File: config.mk
export PLATFORM = sky130hd
export DESIGN_NAME = uart_frame_packer
export DESIGN_NICKNAME = d
export VERILOG_FILES = /design/src/rtl/uart_frame_packer.sv
export SDC_FILE = /design/constraint.sdc
export NUM_CORES = 1
export LEC_CHECK = 0
export ABC_CLOCK_PERIOD_IN_PS = 5700
export CORE_ASPECT_RATIO = 1.4
export CORE_UTILIZATION = 60
export DETAILED_ROUTE_END_ITERATION = 8
export PLACE_DENSITY = 0.8
export SLEW_MARGIN = 30
export SYNTH_ARGS = -nofsm -noshare
export SYNTH_HDL_FRONTEND = slang
export SYNTH_SLANG_ARGS = --single-unit
File: constraint.sdc
create_clock -name clk -period 5.7 [get_ports clk]
set_input_delay 1.14 -clock clk [delete_from_list [all_inputs] [get_ports clk]]
set_output_delay 1.14 -clock clk [all_outputs]
set_load 0.02 [all_outputs]
File: src/rtl/uart_frame_packer.sv
// ============================================================================
// Module  : uart_frame_packer
// Brief   : Buffers tagged samples and emits each one as a framed UART byte stream.
// Revision: 1.0 - initial release
// ============================================================================
`default_nettype none

module uart_frame_packer #(
  parameter int         SAMPLE_W     = 12,
  parameter int         CHAN_W       = 2,
  parameter int         FIFO_DEPTH   = 8,
  parameter logic [7:0] SYNC_BYTE    = 8'hA5,
  parameter int         ADD_CHECKSUM = 1
) (
  input  logic                          clk,
  input  logic                          rst,
  input  logic                          enable,
  input  logic                          sample_valid,
  input  logic [SAMPLE_W-1:0]           sample_data,
  input  logic [CHAN_W-1:0]             sample_chan,
  output logic                          sample_ready,
  output logic                          uart_tx_en,
  output logic [7:0]                    uart_tx_data,
  input  logic                          uart_tx_busy,
  output logic                          frame_busy,
  output logic                          overflow,
  output logic [$clog2(FIFO_DEPTH):0]   fifo_level
);

  localparam int NBYTES  = (SAMPLE_W + 7) / 8;
  localparam int DATA_W  = NBYTES * 8;
  localparam int AW      = $clog2(FIFO_DEPTH);
  localparam int LVL_W   = AW + 1;
  localparam int ENTRY_W = CHAN_W + SAMPLE_W;

  localparam logic [3:0]       c_LAST_DATA = 4'(1 + NBYTES);
  localparam logic [3:0]       c_LAST_IDX  = 4'(1 + NBYTES + ADD_CHECKSUM);
  localparam logic [LVL_W-1:0] c_DEPTH     = LVL_W'(FIFO_DEPTH);

  typedef enum logic [2:0] {
    S_IDLE      = 3'd0,
    S_LOAD      = 3'd1,
    S_SEND      = 3'd2,
    S_WAIT_BUSY = 3'd3,
    S_WAIT_IDLE = 3'd4
  } state_t;

  state_t              r_state;
  logic [ENTRY_W-1:0]  r_mem [FIFO_DEPTH];
  logic [AW-1:0]       r_wptr;
  logic [AW-1:0]       r_rptr;
  logic [LVL_W-1:0]    r_level;
  logic                r_overflow;
  logic [3:0]          r_seq;
  logic [3:0]          r_chan4;
  logic [DATA_W-1:0]   r_shift;
  logic [7:0]          r_csum;
  logic [3:0]          r_idx;
  logic                r_en;
  logic [7:0]          r_txd;

  logic                w_full;
  logic                w_empty;
  logic                w_push;
  logic                w_pop;
  logic [ENTRY_W-1:0]  w_head;
  logic [DATA_W-1:0]   w_data_ext;
  logic [3:0]          w_chan4;
  logic [7:0]          w_csum;
  logic [7:0]          w_cur_byte;

  assign w_full  = (r_level == c_DEPTH);
  assign w_empty = (r_level == '0);
  assign w_push  = sample_valid && !w_full;
  assign w_pop   = (r_state == S_LOAD);
  assign w_head  = r_mem[r_rptr];

  always_ff @(posedge clk) begin
    if (w_push) begin
      r_mem[r_wptr] <= {sample_chan, sample_data};
    end
  end

  always_ff @(posedge clk) begin
    if (rst) begin
      r_wptr     <= '0;
      r_rptr     <= '0;
      r_level    <= '0;
      r_overflow <= 1'b0;
    end else begin
      if (w_push) r_wptr <= r_wptr + 1'b1;
      if (w_pop)  r_rptr <= r_rptr + 1'b1;
      if (sample_valid && w_full) r_overflow <= 1'b1;
      case ({w_push, w_pop})
        2'b10:   r_level <= r_level + 1'b1;
        2'b01:   r_level <= r_level - 1'b1;
        default: r_level <= r_level;
      endcase
    end
  end

  // Checksum covers header and data bytes; seq is frozen for the whole frame.
  always_comb begin
    w_data_ext                 = '0;
    w_data_ext[SAMPLE_W-1:0]   = w_head[SAMPLE_W-1:0];
    w_chan4                    = '0;
    w_chan4[CHAN_W-1:0]        = w_head[ENTRY_W-1 -: CHAN_W];
    w_csum                     = {r_seq, w_chan4};
    for (int i = 0; i < NBYTES; i++) begin
      w_csum = w_csum ^ w_data_ext[i*8 +: 8];
    end
  end

  always_comb begin
    w_cur_byte = r_csum;
    if (r_idx == 4'd0) begin
      w_cur_byte = SYNC_BYTE;
    end else if (r_idx == 4'd1) begin
      w_cur_byte = {r_seq, r_chan4};
    end else if (r_idx <= c_LAST_DATA) begin
      w_cur_byte = r_shift[DATA_W-1 -: 8];
    end
  end

  always_ff @(posedge clk) begin
    if (rst) begin
      r_state <= S_IDLE;
      r_seq   <= '0;
      r_chan4 <= '0;
      r_shift <= '0;
      r_csum  <= '0;
      r_idx   <= '0;
      r_en    <= 1'b0;
      r_txd   <= '0;
    end else begin
      r_en <= 1'b0;
      case (r_state)
        S_IDLE: begin
          if (enable && !w_empty) r_state <= S_LOAD;
        end
        S_LOAD: begin
          r_chan4 <= w_chan4;
          r_shift <= w_data_ext;
          r_csum  <= w_csum;
          r_idx   <= '0;
          // The sync byte is constant, so it can launch on the load edge.
          if (!uart_tx_busy) begin
            r_txd   <= SYNC_BYTE;
            r_en    <= 1'b1;
            r_state <= S_WAIT_BUSY;
          end else begin
            r_state <= S_SEND;
          end
        end
        S_SEND: begin
          if (!uart_tx_busy) begin
            r_txd   <= w_cur_byte;
            r_en    <= 1'b1;
            if (r_idx >= 4'd2 && r_idx <= c_LAST_DATA) r_shift <= r_shift << 8;
            r_state <= S_WAIT_BUSY;
          end
        end
        S_WAIT_BUSY: begin
          if (uart_tx_busy) r_state <= S_WAIT_IDLE;
        end
        S_WAIT_IDLE: begin
          if (!uart_tx_busy) begin
            if (r_idx == c_LAST_IDX) begin
              r_seq   <= r_seq + 1'b1;
              r_state <= S_IDLE;
            end else begin
              r_idx   <= r_idx + 1'b1;
              r_state <= S_SEND;
            end
          end
        end
        default: r_state <= S_IDLE;
      endcase
    end
  end

  assign sample_ready = !w_full;
  assign uart_tx_en   = r_en;
  assign uart_tx_data = r_txd;
  assign frame_busy   = (r_state != S_IDLE);
  assign overflow     = r_overflow;
  assign fifo_level   = r_level;

endmodule

`default_nettype wire

==> results of run 1 <==
==> logic make-up after synthesis <==
family,after synthesis,share of synthesized area (%)
AO/OA/AOI/OAI,73,6.49
multiplexers,51,12.4
flip-flops,172,65.2
AND/OR/NAND/NOR,133,8.97
XOR/XNOR,21,2.63
buffers and inverters,35,2.56
adder cells (fa/ha/maj),10,1.79
==> per-layer routing <==
layer | vias to the layer above | wire length (um) | global-route usage, %
met3 | 24 | 555 | 4.55
met2 | 128 | 7120 | 42.1
met5 | - | 0 | 0
li1 | 1925 | - | -
met4 | 0 | 282 | 11.9
met1 | 2009 | 5150 | 28.2
==> per-stage QoR <==
step	total power (uW)	std cells	hold WS (ns)	utilization (%)	setup WS, ns
final	3350	686	0.458	71.1	2.43
after global routing	3500	686	0.483	71.1	2.20
after CTS	3370	686	0.458	71.0	2.43
after detailed placement	2260	654	0.448	65.9	1.99
after global placement	2230	654	0.444	65.7	2.14
after floorplan	2080	495	0.429	-	2.30
==> synthesized netlist by cell type, types with 3 or more instances <==
master    count
a21oi_1      30
buf_2         9
xnor2_1      12
dfxtp_1      60
mux2_2        4
a211oi_1     11
nor3_1        9
ha_1         10
nand3_1       6
mux2i_1      19
nor2_1       42
o211ai_1      9
buf_4         3
mux4_2       28
xor2_1        9
or3_1         4
o21ai_0      12
or2_2         4
inv_1         7
a22oi_1       4
edfxtp_1    112
nand2_1      51
clkbuf_1     11
==> worst reg2reg max path: cells and delay by family, from the launching register on <==
kind	cells	cell delay (ns)
and+or+nand+nor	2	0.90
xor gates and xnor gates	2	0.25
buffers and inverters	1	0.56
DFF	1	0.49
adders and majority gates	2	0.63
AOI/OAI and AO/OA	2	0.29
==> area by class of cell <==
class,instances,area [sq um]
Inverter,8,31.3
Multi-Input combinational cell,288,2300
Sequential cell,172,4560
Clock inverter,15,156
Tap cell,144,180
Clock buffer,17,425
Timing Repair Buffer,42,398
Fill cell,720,3280
==> how the worst max path moves through the flow <==
stage / startpoint / to / slack [ns] / depth (start not counted)
global placement: sample_valid / r_mem[1][4] / 2.14 / 4
global route: sample_valid / fifo_level[2] / 2.20 / 10
CTS: sample_valid / fifo_level[2] / 2.43 / 10
finish: sample_valid / fifo_level[2] / 2.43 / 10
detailed placement: sample_valid / fifo_level[2] / 1.99 / 10
floorplan: sample_valid / r_mem[0][0] / 2.30 / 3
==> placed cells by master, fill, tap and decap left out, drive strengths merged, types with 6 or more instances in the layout <==
cell type and instances:
nor2 42, mux4 28, inv 14, xor2 9
nor3 9, clkdlybuf4s50 33, clkinv 7, a21oi 31
nand3 6, ha 10, mux2i 19, edfxtp 112
xnor2 12, dfxtp 60, buf 9, o21ai 12
a211oi 12, nand2 52, o211ai 9, clkbuf 17
==> registers in the layout (all words and copies together), names as in the netlist, named ones only <==
register,count
r_csum,8
r_state,3
r_shift,16
r_idx,4
uart_tx_en,1
r_rptr,3
overflow,1
r_mem,112
uart_tx_data,8
r_wptr,3
r_seq,4
r_chan4,2
fifo_level,4
==> report_power, final <==
part | internal (uW) | leakage (uW) | switching, uW | total, uW
clock | 617 | 0.000283 | 501 | 1120
sequential | 1450 | 0.00151 | 79.1 | 1530
combinational | 315 | 0.000853 | 391 | 706
==> results.cfg, run 1 <==
[run_status]
outcome = finished, final reports clean

[clock_tree]
post_cts_buffers = 0
htree_levels = 4
worstSkewPairLatency_ns = 0.43
hold_buffers = 0
cts_root_buffer = clkbuf_16
numCtsBuffers = 17
clkTransAtPathRegs_ns = 0.07
tritoncts = yes
cts_resized = 0
clock_sinks = 172
clockBufferDepth = 2

[timing]
worst_clock_skew_ns = 0.0103
grt_setup_unrepaired = no
period_share_pct = 57.4
drv_slew = 0
setup_tns_ns = 0
hold_viol = 0
slew_headroom_pct = 43.8
min_period_ns = 3.27
worst_pin_slew_ns = 0.841
max_freq_ghz = 0.306
setup_violations = 0

[detailed_routing]
vias = 4086
detail-route-antenna-nets = 0
drt_iter0_drc = 186
wl_per_cell_um = 19.1
viasPerCell = 5.96
drt-pass1-iter-count = 5
routed_wl_um = 13100
post-route-drc-count = 0

[setup_path]
reg2reg_depth = 9
critPathArrivalTime_ns = 3.62
ff2ff_setup_slack_ns = 2.52
cp_top_family = buffers and inverters
path_buf_inv = 2
slowest_delay_ns = 0.47
reg2reg_to = fifo_level[2]
crit_path_cell_trace = clkdlybuf4s50_1 -> nor2b_1 -> inv_1 -> ha_1 -> xor2_1 -> ha_1 -> a21oi_1 -> xor2_1 -> or3_1 -> a21oi_1
critPathCaptureType = register
start_kind = input port
worstPathMaxFanout = 7
r2r_start = r_state[1]
cp_data_required_time_ns = 6.05
worst_path_max_delay_cell = clkdlybuf4s50_1
criticalPathCategory = input port to register

[job]
drv_cap = 0

[min_path]
min_path_type = register to register
min_from = r_shift[5]
min_to = r_shift[13]
holdPathStages = 2

[global_routing]
gr-usage-all-layers_pct = 23.9
grt_max_degree = 59
grt_pass1_vias = 4107
grt_overflow_total = 0
grt_pass1_wl_um = 21000
antenna_found_initial = 0

[layout]
fin_nets = 558
finalInstanceArea_sq_um = 8060
antenna_cells = 0
drive_gt1_share_pct = 16.8
areaGrowthSynthToFinish_pct = 15.1

[floorplanning]
die_w_um = 93.3
start_util_pct = 61.7
ios = 35
coreArea_sq_um = 11300
rows = 46
fp.dieH_um = 130
die_area_sq_um = 12100

[place]
dp_hpwl_um = 8220
port_buffers = 34
postPlaceCellArea_sq_um = 7470
gp_congestion = 0.771

[logic_synthesis]
ys_warn_count = 0
synth_cell_types = 46
synth_top_area_share_pct = 48.0
seq_area_frac_synth_pct = 65.2
ys_seq_elements = 172
postSynthAreaPerCell_sq_um = 14.1
syn_nets = 524
synthFlopType = edfxtp_1
synthTopCellsByArea = edfxtp_1 (48%), dfxtp_1 (17%), mux4_2 (9.0%), nand2_1 (2.7%), mux2i_1 (2.7%)
synthCells = 495
asyncSetResetFlopFracSynth_pct = 0
synth_area_sq_um = 7000
synth_top_area_cell = edfxtp_1
synth_edf_count = 112

[pwr]
p_leak_uw = 0.00264
irDropWorstVdd_v = 0.000279
powerDensity_nw_per_um2 = 416
No activity file was read; power rests on OpenSTA's default activity.
==> inputs of run 2 (changes only) <==
- ABC_CLOCK_PERIOD_IN_PS: 5700 -> 2900
- CORE_UTILIZATION: 60 -> 54
- PLACE_DENSITY: 0.8 -> 0.76
- clock period: 5.7 -> 2.9 ns (I/O delays scaled with it)
==> results.cfg, run 2 (synthesis gave the netlist of run 1 again) <==
[run_status]
outcome = finished, violations left
violations = design-rule violations

[setup_path]
worstSetupEndpoint = sample_ready
reg2reg_depth = 9
critPathArrivalTime_ns = 1.92
start_kind = register
critPathCaptureType = primary output
crit_path_cell_trace = nor4b_1 -> inv_1 -> clkdlybuf4s50_1
criticalPathCategory = register to primary output
slowest_delay_ns = 0.55
ff2ff_setup_slack_ns = 0.47
reg2reg_to = fifo_level[3]
cp_data_required_time_ns = 2.32
worstPathMaxFanout = 9
r2r_start = fifo_level[1]
worst_path_max_delay_cell = clkdlybuf4s50_1
critPathLaunch = fifo_level[1]

[timing]
setup_violations = 0
drv_slew = 0
hold_viol = 0
grt_setup_unrepaired = no
worst_clock_skew_ns = 0.0130
setup_tns_ns = 0
slew_headroom_pct = 44.7
worst_pin_slew_ns = 0.829
max_freq_ghz = 0.401
period_share_pct = 86.1
min_period_ns = 2.50

[clock_tree]
hold_buffers = 0
numCtsBuffers = 17
worstSkewPairLatency_ns = 0.42
cts_root_buffer = clkbuf_16
clkTransAtPathRegs_ns = 0.07
cts_resized = 0
tritoncts = yes
htree_levels = 4
clockBufferDepth = 2
clock_sinks = 172
post_cts_buffers = 0

[layout]
drive_gt1_share_pct = 18.3
fin_nets = 568
largest_register_ffs = 112
antenna_cells = 0
most-common-layout-cells = edfxtp_1 (112), dfxtp_1 (60), nand2_1 (51), nor2_1 (42), clkdlybuf4s50_1 (33)
regMostFlops = r_mem
areaGrowthSynthToFinish_pct = 16.8
finalNonFillerCells = 702
reg_top3 = r_mem: 112 flops, r_shift: 16 flops
nFillCells = 866
final_common_cell = edfxtp_1

[place]
port_buffers = 34
dp_cells = 670
dp_hpwl_um = 7940
gp_congestion = 0.738

[pwr]
p_switching_uw = 1890
combPwrFrac_pct = 20.5
irDropWorstVdd_v = 0.000535
pwr-share-clk_pct = 35.1
p_sw_share_pct = 27.9
internal-power_uw = 4890
powerDensity_nw_per_um2 = 829
seqPwrFrac_pct = 44.5
p_leak_uw = 0.00271

[global_routing]
grt_overflow_total = 0
grt_pass1_vias = 3957
antenna_found_initial = 0
gr-usage-all-layers_pct = 20.5
grt_pass1_wl_um = 20400
grt_max_degree = 47

[floorplanning]
rows = 48
die_w_um = 98.2
start_util_pct = 56.0
fp.dieH_um = 137
ios = 35
coreArea_sq_um = 12500
die_area_sq_um = 13400

[min_path]
min_path_type = register to register

[detailed_routing]
drt-pass1-iter-count = 8
wl_per_cell_um = 18.0
vias = 4015
routed_wl_um = 12700
drt_iter0_drc = 156
detail-route-antenna-nets = 0
post-route-drc-count = 2
viasPerCell = 5.72

[job]
drv_cap = 0
## run 2: cell count changes in the layout (fill, tap and decap cells not counted), moves of 2 or more
cell / previous run / this run
buf_4: 9 / 17
bufinv_16: 1 / 3
clkinv_4: 4 / 0
clkinvlp_4: 0 / 3
inv_8: 2 / 4
nor3_2: 1 / 4
nor3_4: 3 / 0
## run 2: metal layers
| layer | vias to the layer above | wire length [um] | track usage [%] |
|---|---|---|---|
| met5 | - | 0 | 0 |
| met4 | 0 | 159 | 7.38 |
| met3 | 14 | 589 | 5.11 |
| met2 | 97 | 6840 | 36.9 |
| met1 | 1967 | 5070 | 23.9 |
| li1 | 1937 | - | - |
## run 2: how the worst min path moves through the flow
stage | to | slack (ns) | start | cells past startpoint
2_1_floorplan | r_csum[7] | 0.43 | r_csum[7] | 2
3_3_place_gp | r_csum[7] | 0.44 | r_csum[7] | 2
3_5_place_dp | r_shift[9] | 0.45 | r_shift[9] | 2
4_1_cts | r_shift[12] | 0.46 | r_shift[4] | 2
5_1_grt | r_shift[1] | 0.47 | r_shift[1] | 2
6_report | r_shift[9] | 0.45 | r_shift[9] | 2
## run 2: layout make-up
cell class	instances	area (sq um)	area share, %
Tap cell	150	188	2.30
Timing Repair Buffer	52	483	5.91
Multi-Input combinational cell	288	2280	27.9
Sequential cell	172	4560	55.8
Clock inverter	15	201	2.46
Clock buffer	17	425	5.20
Inverter	8	31.3	0.383
## run 2: worst max-delay path, delay by kind of cell (launching register included)
family	cells	cell delay, ns
buffers and inverters	2	0.63
and+or+nand+nor	1	0.46
DFF	1	0.40
## run 2: power groups by stage
stage | clock (uW) | combinational, uW | sequential [uW]
after floorplan | 0 | 1050 | 3030
after CTS | 2420 | 1400 | 3020
final | 2380 | 1390 | 3010
after global placement | 0 | 1370 | 3050
after global routing | 2520 | 1530 | 3050
after detailed placement | 0 | 1400 | 3070
## run 2: stage by stage
| step | cell area (sq um) | setup slack (ns) | hold WS (ns) | power [uW] | util, % |
|---|---|---|---|---|---|
| floorplan | 7010 | 0.191 | 0.429 | 4090 | - |
| global placement | 7550 | 0.257 | 0.437 | 4420 | 60.4 |
| detailed placement | 7550 | 0.198 | 0.448 | 4460 | 60.4 |
| CTS | 8180 | 0.369 | 0.455 | 6840 | 65.5 |
| global route | 8180 | 0.126 | 0.472 | 7100 | 65.5 |
| finish | 8180 | 0.403 | 0.454 | 6780 | 65.5 |
==> inputs of run 3 (changes only) <==
- CAP_MARGIN: unset -> 20
==> results of run 3 <==
No change in the layout: final DEF, timing and power equal those of run 2.
